==> src/rtl/tagged_queue_pkg.sv <==
`default_nettype none
// ============================================================================
// Module      : tagged_queue_pkg
// Description : Shared defaults, entry layout and count-width helper for the
//               tagged queue slice.
// Revision    : 1.0 - initial release
// ============================================================================
package tagged_queue_pkg;

    localparam int TQ_DEPTH  = 4;
    localparam int TQ_DATA_W = 8;
    localparam int TQ_TAG_W  = 2;

    typedef struct packed {
        logic [TQ_TAG_W-1:0]  tag;
        logic [TQ_DATA_W-1:0] data;
    } tq_entry_t;

    // Occupancy runs 0..DEPTH inclusive, so one bit wider than a pointer.
    function automatic int tq_count_w(input int depth);
        return $clog2(depth) + 1;
    endfunction

endpackage : tagged_queue_pkg
`default_nettype wire

==> src/rtl/tagged_queue_if.sv <==
`default_nettype none
// ============================================================================
// Module      : tagged_queue_if
// Description : Enqueue/dequeue handshake bundle for tagged_queue.
// Revision    : 1.0 - initial release
// ============================================================================
interface tagged_queue_if
    import tagged_queue_pkg::*;
#(
    parameter int DATA_W = TQ_DATA_W,
    parameter int TAG_W  = TQ_TAG_W,
    parameter int CNT_W  = tq_count_w(TQ_DEPTH)
);
    logic              io_enq_valid;
    logic              io_enq_ready;
    logic [DATA_W-1:0] io_enq_bits_data;
    logic [TAG_W-1:0]  io_enq_bits_tag;
    logic              io_deq_valid;
    logic              io_deq_ready;
    logic [DATA_W-1:0] io_deq_bits_data;
    logic [TAG_W-1:0]  io_deq_bits_tag;
    logic [CNT_W-1:0]  io_count;

    // Environment side: produces enqueues, consumes dequeues.
    modport master (
        output io_enq_valid, io_enq_bits_data, io_enq_bits_tag, io_deq_ready,
        input  io_enq_ready, io_deq_valid, io_deq_bits_data, io_deq_bits_tag,
        input  io_count
    );

    // Queue side.
    modport slave (
        input  io_enq_valid, io_enq_bits_data, io_enq_bits_tag, io_deq_ready,
        output io_enq_ready, io_deq_valid, io_deq_bits_data, io_deq_bits_tag,
        output io_count
    );
endinterface : tagged_queue_if
`default_nettype wire

==> src/rtl/tagged_queue_ram.sv <==
`default_nettype none
// ============================================================================
// Module      : tagged_queue_ram
// Description : Entry storage, one write port and one asynchronous read port,
//               no reset. Isolated so it can be swapped for an SRAM macro.
// Revision    : 1.0 - initial release
// ============================================================================
module tagged_queue_ram
    import tagged_queue_pkg::*;
#(
    parameter int DEPTH  = TQ_DEPTH,
    parameter int WIDTH  = TQ_TAG_W + TQ_DATA_W,
    parameter int ADDR_W = $clog2(DEPTH)
) (
    input  logic              clk,
    input  logic              wr_en,
    input  logic [ADDR_W-1:0] wr_addr,
    input  logic [WIDTH-1:0]  wr_data,
    input  logic [ADDR_W-1:0] rd_addr,
    output logic [WIDTH-1:0]  rd_data
);
    logic [WIDTH-1:0] r_mem [DEPTH];

    always_ff @(posedge clk) begin
        if (wr_en) begin
            r_mem[wr_addr] <= wr_data;
        end
    end

    assign rd_data = r_mem[rd_addr];

endmodule : tagged_queue_ram
`default_nettype wire

==> src/rtl/tagged_queue.sv <==
`default_nettype none
// ============================================================================
// Module      : tagged_queue
// Description : FIFO capturing {tag,data} behind the round-robin arbiter.
//               enq_ready is registered-state only to cut the ready chain.
//               Optional zero-latency flow-through: TAGGED_QUEUE_FLOW_EN.
// Revision    : 1.0 - initial release
// ============================================================================
module tagged_queue
    import tagged_queue_pkg::*;
#(
    parameter int DEPTH  = TQ_DEPTH,
    parameter int DATA_W = TQ_DATA_W,
    parameter int TAG_W  = TQ_TAG_W
) (
    input  logic          clk,
    input  logic          reset,
    tagged_queue_if.slave q
);
    localparam int c_PTR_W   = $clog2(DEPTH);
    localparam int c_CNT_W   = tq_count_w(DEPTH);
    localparam int c_ENTRY_W = TAG_W + DATA_W;

    logic [c_PTR_W-1:0]   r_enq_ptr;
    logic [c_PTR_W-1:0]   r_deq_ptr;
    logic                 r_maybe_full;

    logic                 w_ptr_match;
    logic                 w_empty;
    logic                 w_full;
    logic                 w_do_enq;
    logic                 w_do_deq;
    logic                 w_bypass;
    logic                 w_push;
    logic                 w_pop;
    logic [c_PTR_W-1:0]   w_ptr_diff;
    logic [c_CNT_W-1:0]   w_count;
    logic [c_ENTRY_W-1:0] w_wr_data;
    logic [c_ENTRY_W-1:0] w_rd_data;
    logic [DATA_W-1:0]    w_head_data;
    logic [TAG_W-1:0]     w_head_tag;

    assign w_ptr_match = (r_enq_ptr == r_deq_ptr);
    assign w_empty     = w_ptr_match & ~r_maybe_full;
    assign w_full      = w_ptr_match &  r_maybe_full;

    assign q.io_enq_ready = ~w_full;
    assign w_do_enq       = q.io_enq_valid & q.io_enq_ready;
    assign w_do_deq       = q.io_deq_valid & q.io_deq_ready;

    assign w_head_tag  = w_rd_data[c_ENTRY_W-1 -: TAG_W];
    assign w_head_data = w_rd_data[DATA_W-1:0];

`ifdef TAGGED_QUEUE_FLOW_EN
    // When empty the producer's entry is presented directly; if taken, it
    // never touches storage or state.
    assign w_bypass           = w_empty & w_do_deq;
    assign q.io_deq_valid     = ~w_empty | q.io_enq_valid;
    assign q.io_deq_bits_data = w_empty ? q.io_enq_bits_data : w_head_data;
    assign q.io_deq_bits_tag  = w_empty ? q.io_enq_bits_tag  : w_head_tag;
`else
    assign w_bypass           = 1'b0;
    assign q.io_deq_valid     = ~w_empty;
    assign q.io_deq_bits_data = w_head_data;
    assign q.io_deq_bits_tag  = w_head_tag;
`endif

    assign w_push    = w_do_enq & ~w_bypass;
    assign w_pop     = w_do_deq & ~w_bypass;
    assign w_wr_data = {q.io_enq_bits_tag, q.io_enq_bits_data};

    tagged_queue_ram #(
        .DEPTH  (DEPTH),
        .WIDTH  (c_ENTRY_W),
        .ADDR_W (c_PTR_W)
    ) u_ram (
        .clk     (clk),
        .wr_en   (w_push),
        .wr_addr (r_enq_ptr),
        .wr_data (w_wr_data),
        .rd_addr (r_deq_ptr),
        .rd_data (w_rd_data)
    );

    always_ff @(posedge clk) begin
        if (reset) begin
            r_enq_ptr    <= '0;
            r_deq_ptr    <= '0;
            r_maybe_full <= 1'b0;
        end else begin
            if (w_push) begin
                r_enq_ptr <= r_enq_ptr + c_PTR_W'(1);
            end
            if (w_pop) begin
                r_deq_ptr <= r_deq_ptr + c_PTR_W'(1);
            end
            // Equal pointers are disambiguated by the direction of the last
            // unbalanced move.
            if (w_push != w_pop) begin
                r_maybe_full <= w_push;
            end
        end
    end

    assign w_ptr_diff = r_enq_ptr - r_deq_ptr;

    always_comb begin
        w_count = '0;
        if (w_ptr_match) begin
            w_count = r_maybe_full ? c_CNT_W'(DEPTH) : '0;
        end else begin
            w_count = {1'b0, w_ptr_diff};
        end
    end

    assign q.io_count = w_count;

endmodule : tagged_queue
`default_nettype wire

==> src/flat_wrapper.sv <==
// flat-port wrapper written by rule: the top's interface ports become plain ports
module tagged_queue_flat import tagged_queue_pkg::*;
#(
    parameter int DEPTH  = TQ_DEPTH,
    parameter int DATA_W = TQ_DATA_W,
    parameter int TAG_W  = TQ_TAG_W
)
  (clk, reset, q_io_enq_valid, q_io_enq_bits_data, q_io_enq_bits_tag, q_io_deq_ready, q_io_enq_ready, q_io_deq_valid, q_io_deq_bits_data, q_io_deq_bits_tag, q_io_count);
  tagged_queue_if #(.DATA_W(DATA_W), .TAG_W(TAG_W), .CNT_W((tq_count_w((4))))) q_i ();
  input  logic clk;
  input  logic reset;
  input wire logic [$bits(q_i.io_enq_valid)-1:0] q_io_enq_valid;
  input wire logic [$bits(q_i.io_enq_bits_data)-1:0] q_io_enq_bits_data;
  input wire logic [$bits(q_i.io_enq_bits_tag)-1:0] q_io_enq_bits_tag;
  input wire logic [$bits(q_i.io_deq_ready)-1:0] q_io_deq_ready;
  output wire logic [$bits(q_i.io_enq_ready)-1:0] q_io_enq_ready;
  output wire logic [$bits(q_i.io_deq_valid)-1:0] q_io_deq_valid;
  output wire logic [$bits(q_i.io_deq_bits_data)-1:0] q_io_deq_bits_data;
  output wire logic [$bits(q_i.io_deq_bits_tag)-1:0] q_io_deq_bits_tag;
  output wire logic [$bits(q_i.io_count)-1:0] q_io_count;
  assign q_i.io_enq_valid = q_io_enq_valid;
  assign q_i.io_enq_bits_data = q_io_enq_bits_data;
  assign q_i.io_enq_bits_tag = q_io_enq_bits_tag;
  assign q_i.io_deq_ready = q_io_deq_ready;
  assign q_io_enq_ready = q_i.io_enq_ready;
  assign q_io_deq_valid = q_i.io_deq_valid;
  assign q_io_deq_bits_data = q_i.io_deq_bits_data;
  assign q_io_deq_bits_tag = q_i.io_deq_bits_tag;
  assign q_io_count = q_i.io_count;
  tagged_queue #(.DEPTH(DEPTH), .DATA_W(DATA_W), .TAG_W(TAG_W)) u_core (.clk(clk), .reset(reset), .q(q_i));
endmodule
==> config.mk <==
export PLATFORM = sky130hd
export DESIGN_NAME = tagged_queue_flat
export DESIGN_NICKNAME = d
export VERILOG_FILES = /design/src/rtl/tagged_queue_pkg.sv /design/src/rtl/tagged_queue_if.sv /design/src/rtl/tagged_queue_ram.sv /design/src/rtl/tagged_queue.sv /design/src/flat_wrapper.sv
export SDC_FILE = /design/constraint.sdc
export NUM_CORES = 1
export LEC_CHECK = 0
export CAP_MARGIN = 0
export CORE_ASPECT_RATIO = 2
export CORE_MARGIN = 2
export CORE_UTILIZATION = 55
export CTS_BUF_LIST = sky130_fd_sc_hd__clkbuf_4
export CTS_CLUSTER_DIAMETER = 50
export DETAILED_ROUTE_END_ITERATION = 6
export HOLD_SLACK_MARGIN = 0.06
export PLACE_DENSITY = 0.81
export SLEW_MARGIN = 20
export SYNTH_ARGS = -nofsm -noshare
export SYNTH_HDL_FRONTEND = slang
export SYNTH_SLANG_ARGS = --single-unit
==> constraint.sdc <==
create_clock -name clk -period 2 [get_ports clk]
set_clock_uncertainty 0.05 [all_clocks]
set_input_delay 0.6 -clock clk [delete_from_list [all_inputs] [get_ports clk]]
set_output_delay 0.6 -clock clk [all_outputs]
set_load 0.01 [all_outputs]
# Word level (Yosys, flattened, before mapping)
# Memory sizes are Yosys's and may differ from the RTL's. A register that Yosys moved wholly into a read port is not among the register bits.
# Index checks and enable logic that the tools add are counted.
# word_totals
input_bits	14
n_memories	1
regBits	5
ramBits	40
# mem_list
memory	words	width	rd	rd_clocked_by_memory_dff	write_ports	line_no	text
u_core.u_ram.r_mem	4	10	1	1	1	tagged_queue_ram.sv:22	logic [WIDTH-1:0] r_mem [DEPTH];
# classes
n_mux	6
n_eq_ne	2
n_bitwise	7
n_addsub	3
# op_table
op	count
$mux 3	2
$add 2x1->2 const B	2
$and 1x1->1	4
$mux 2	2
$not 1->1	3
$eq 2x2->1	1
$mux 1	2
$sub 2x2->2	1
$ne 1x1->1	1

# Depth between registers and ports, before layout
# depth
ltp_word	6
mapped_depth	5
depth_no_buf	5

# Modules after synthesis
# A second synthesis with hierarchy kept.
# unflattened
hier_cells	94
hier_area_um2	1803.0
# modules_own_cells
module	seq_area_each_um2	n_inst	area_each_um2	cells_per_inst
tagged_queue_ram	1201.2	1	1473.9	56
tagged_queue	100.1	1	329.1	38

# Least setup slack after synthesis
# OpenSTA, ideal clock, no wires.
# synth_timing
path_kind	reg2out
startpoint	reg u_core.r_enq_ptr[0]
endpoint	out q_io_count[1]
t_arrival_ns	1.231
stages_incl_launch_ff	6
path_slack_ns	0.119
cell_sequence	dfxtp_1 > inv_1 > ha_1 > inv_1 > nand2_1 > mux2i_1
# synth_via
elab_chain_len	2
word_cells_on_any_way	3
cone_classes	1 x add/sub; 1 x eq/ne; 1 x mux
# synth_rtl
item	line_no	text
start: declaration	tagged_queue.sv:24	logic [c_PTR_W-1:0] r_enq_ptr;
start signal: assignment	tagged_queue.sv:92	r_enq_ptr <= r_enq_ptr + c_PTR_W'(1);
$sub 2x2->2 / $eq 2x2->1 (equally long branches)	tagged_queue.sv:105, tagged_queue.sv:43	
$mux 3 (*)	tagged_queue.sv:109	if (w_ptr_match) begin
end: declaration	flat_wrapper.sv:20	output wire logic [$bits(q_i.io_count)-1:0] q_io_count;
# Mark *: on every way between the ends. The rest lies on a longest branch, timed or not.

==> impl_metrics.tcl <==
set metrics [dict create \
    outcome "complete, but fails checks" \
    violations "negative setup slack" \
    worst_r2r_path_depth 7 \
    end_kind "output port" \
    synth.area.top_cells "edfxtp_1 61%, mux4_2 12%, dfxtp_1 7.2%" \
    power.density_nw_per_um2 1460 \
    setup_violations 14 \
    clock.fmax_mhz 456 \
    grt_setup_unrepaired "true" \
    crit_family "multiplexers" \
    ys_warn_count 0 \
    die-area_um2 4080 \
    yosysMostFrequentCell "edfxtp_1" \
    wl_um 4380 \
    cts_made_buffers 5 \
    pin_count 29 \
    track_usage_pct 23.6 \
    grt_pass1_vias 1391 \
    area_growth_pct 38.6 \
    hold_end "u_core.r_deq_ptr[1]" \
    synthArstFlopShare_pct 0 \
    hold_viol 0 \
    drc 0 \
    holdPathStages 3 \
    yosysTopAreaCell "edfxtp_1" \
    drive_above_1_share_pct 46.4 \
    cp.depth 3 \
    grt_max_degree 16 \
    io_buffers 28 \
    place_inst 210 \
    yosys.cell_types.count 31 \
    grt-ovfl-total 0 \
    antenna_left 0 \
    critical_path.slowest_cell "mux4_2" \
    fin_cells 227 \
    worstReg2RegStart "u_core.r_enq_ptr[0]" \
    clkTransAtPathRegs_ns 0.14 \
    place_congestion 0.849 \
    clockBufferDepth 2 \
    leakage_nw 1.01 \
    maxCapViolCount 0 \
    synth.yosys.seq_area_share_pct 68.5 \
    ys.flop_type "edfxtp_1" \
    path_cells "buf_16 > mux4_2 > buf_6" \
    cts_tree "yes" \
    synth_area_um2 1960 \
    num_rows 30 \
    synth_edf_count 40 \
    first_iter_violations 22 \
    die_y_um 88.4 \
    coreArea_um2 3420 \
    reg2reg_to "u_core.r_deq_ptr[1]" \
    critPathRequiredTime_ns 1.35 \
    initial_utilization_pct 57.3 \
    netlist_instances 112 \
    cp_num_buf_inv 2 \
    start_kind "flip-flop" \
    num_antenna_cells 0 \
    viasPerCell 5.63 \
    wire_per_inst_um 19.3 \
    crit_path_max_incr_delay_ns 0.51 \
    antenna_found_initial 0 \
    layout.nets 197 \
    syn_avg_cell_area_um2 17.5 \
    insertion_delay_ns 0.36 \
    clock_sinks 47 \
    htreeDepth 2 \
    dr.pass1.iters 4 \
    cts_root_buf "clkbuf_4" \
    hold_start "u_core.r_deq_ptr[1]" \
    critical_path_class "flip-flop to output port" \
    worstPathMaxFanout 5 \
    yosys-top-cells-count "40 x edfxtp_1, 10 x mux4_2, 7 x dfxtp_1, 7 x nand2_1, 6 x inv_1" \
    holdCritPathClass "flip-flop to flip-flop" \
    period_minus_slack_ns 2.19 \
    syn_nets 131 \
    rrSetupSlack_ns 0.27 \
    hpwl_um 3050 \
    ir_drop_mv 1.16 \
    vias 1279 \
    yosysTopAreaCellShare_pct 61.4 \
    worstMarginPinSlew_ns 0.344 \
    setup_ws_ns -0.194 \
    relSlewSlack_pct 77.0 \
    grt_pass1_wl_um 6710 \
    synth_seq_cells 47 \
    period_share_pct 110 \
    die_w_um 46.2 \
    slew_viol_final 0 \
    p_total_mw 3.96 \
    critical_path_arrival_ns 1.54 \
]
tightest hold or removal path, stage by stage, from the launching register on:
cell,delay [ns]
dfxtp_4,0.39
buf_4,0.15
nand2_1,0.05
a31oi_1,0.08
kinds of logic (layout without fill, tap and decap cells):
group / after synthesis / in the layout / share of synthesized area, %
DFF: 47 / 47 / 68.5
xor gates and xnor gates: 2 / 2 / 1.28
adders and majority gates: 5 / 5 / 3.20
muxes: 11 / 11 / 12.0
buffers and inverters: 10 / 77 / 2.05
and+or+nand+nor: 25 / 25 / 8.06
AOI/OAI and AO/OA: 12 / 12 / 4.86
metal layers:
layer	share of wire (%)	global-route usage (%)	routed length [um]	up-vias
met3	2.9	3.88	126	12
met2	61	43.2	2670	38
met5	0	0	0	-
met4	2.3	10.1	101	0
li1	-	-	-	585
met1	34	24.9	1480	644
area by class of cell:
cell class,count,area [um^2]
multi-input combinational,55,612
inverter,6,22.5
timing repair buffer,63,559
clock buffer,5,37.5
clock inverter,3,67.6
sequential,47,1350
tap,48,60.1
fill,198,704
where the power goes:
part           switching, mW  internal [mW]
Sequential             0.106           1.29
Clock                  0.292          0.389
Combinational          0.821           1.05
worst max-delay path by stage:
stage | startpoint | endpoint | slack, ns
after global routing | flip-flop | q_io_deq_bits_data[7] | -0.26
after floorplan | u_core.r_enq_ptr[0] | q_io_count[1] | 0.12
after global placement | u_core.r_enq_ptr[0] | q_io_count[1] | -0.15
final | flip-flop | q_io_deq_bits_data[1] | -0.19
after CTS | flip-flop | q_io_deq_bits_data[7] | -0.29
after detailed placement | u_core.r_enq_ptr[0] | q_io_count[1] | -0.20
sequential cells by signal, summed over array words and instances, names as in the netlist, named ones only:
register / flops
u_core.r_maybe_full: 1
u_core.r_deq_ptr: 2
u_core.u_ram.r_mem: 40
u_core.r_enq_ptr: 2
stage by stage:
stage	TNS [ns]	hold slack, ns	cell area (um^2)	setup WS, ns	utilization (%)
6_report	-1.96	0.649	2710	-0.194	79.4
5_1_grt	-2.85	0.692	2710	-0.256	79.4
4_1_cts	-2.58	0.631	2650	-0.292	77.7
3_5_place_dp	-2.00	0.609	2500	-0.195	73.2
3_3_place_gp	-1.62	0.596	2500	-0.150	73.2
2_1_floorplan	0	0.483	1960	0.119	-
cells in the final DEF, fill, tap and decap left out, types with 2 or more instances in the layout:
| cell type | count |
|---|---|
| buf_6 | 9 |
| and3_1 | 4 |
| inv_2 | 3 |
| clkbuf_4 | 5 |
| a31oi_1 | 2 |
| nor2b_1 | 2 |
| edfxtp_1 | 40 |
| nand2_1 | 7 |
| ha_1 | 4 |
| bufinv_16 | 2 |
| nand4_1 | 2 |
| buf_4 | 30 |
| inv_1 | 3 |
| dfxtp_1 | 2 |
| buf_2 | 8 |
| mux4_2 | 10 |
| o21ai_0 | 2 |
| or3_1 | 2 |
| o311ai_1 | 3 |
| dfxtp_2 | 3 |
| dfxtp_4 | 2 |
| clkdlybuf4s50_1 | 13 |
timing repair:
item / CTS / global route
resized for setup: 75 / 11
endpoints found under the setup margin: 15 / 14
hold buffers: 0 / 0
pin swaps: 3 / 3
gates cloned: 1 / 0
buffers inserted: 5 / 4
Power figures use the tool's default switching activity.
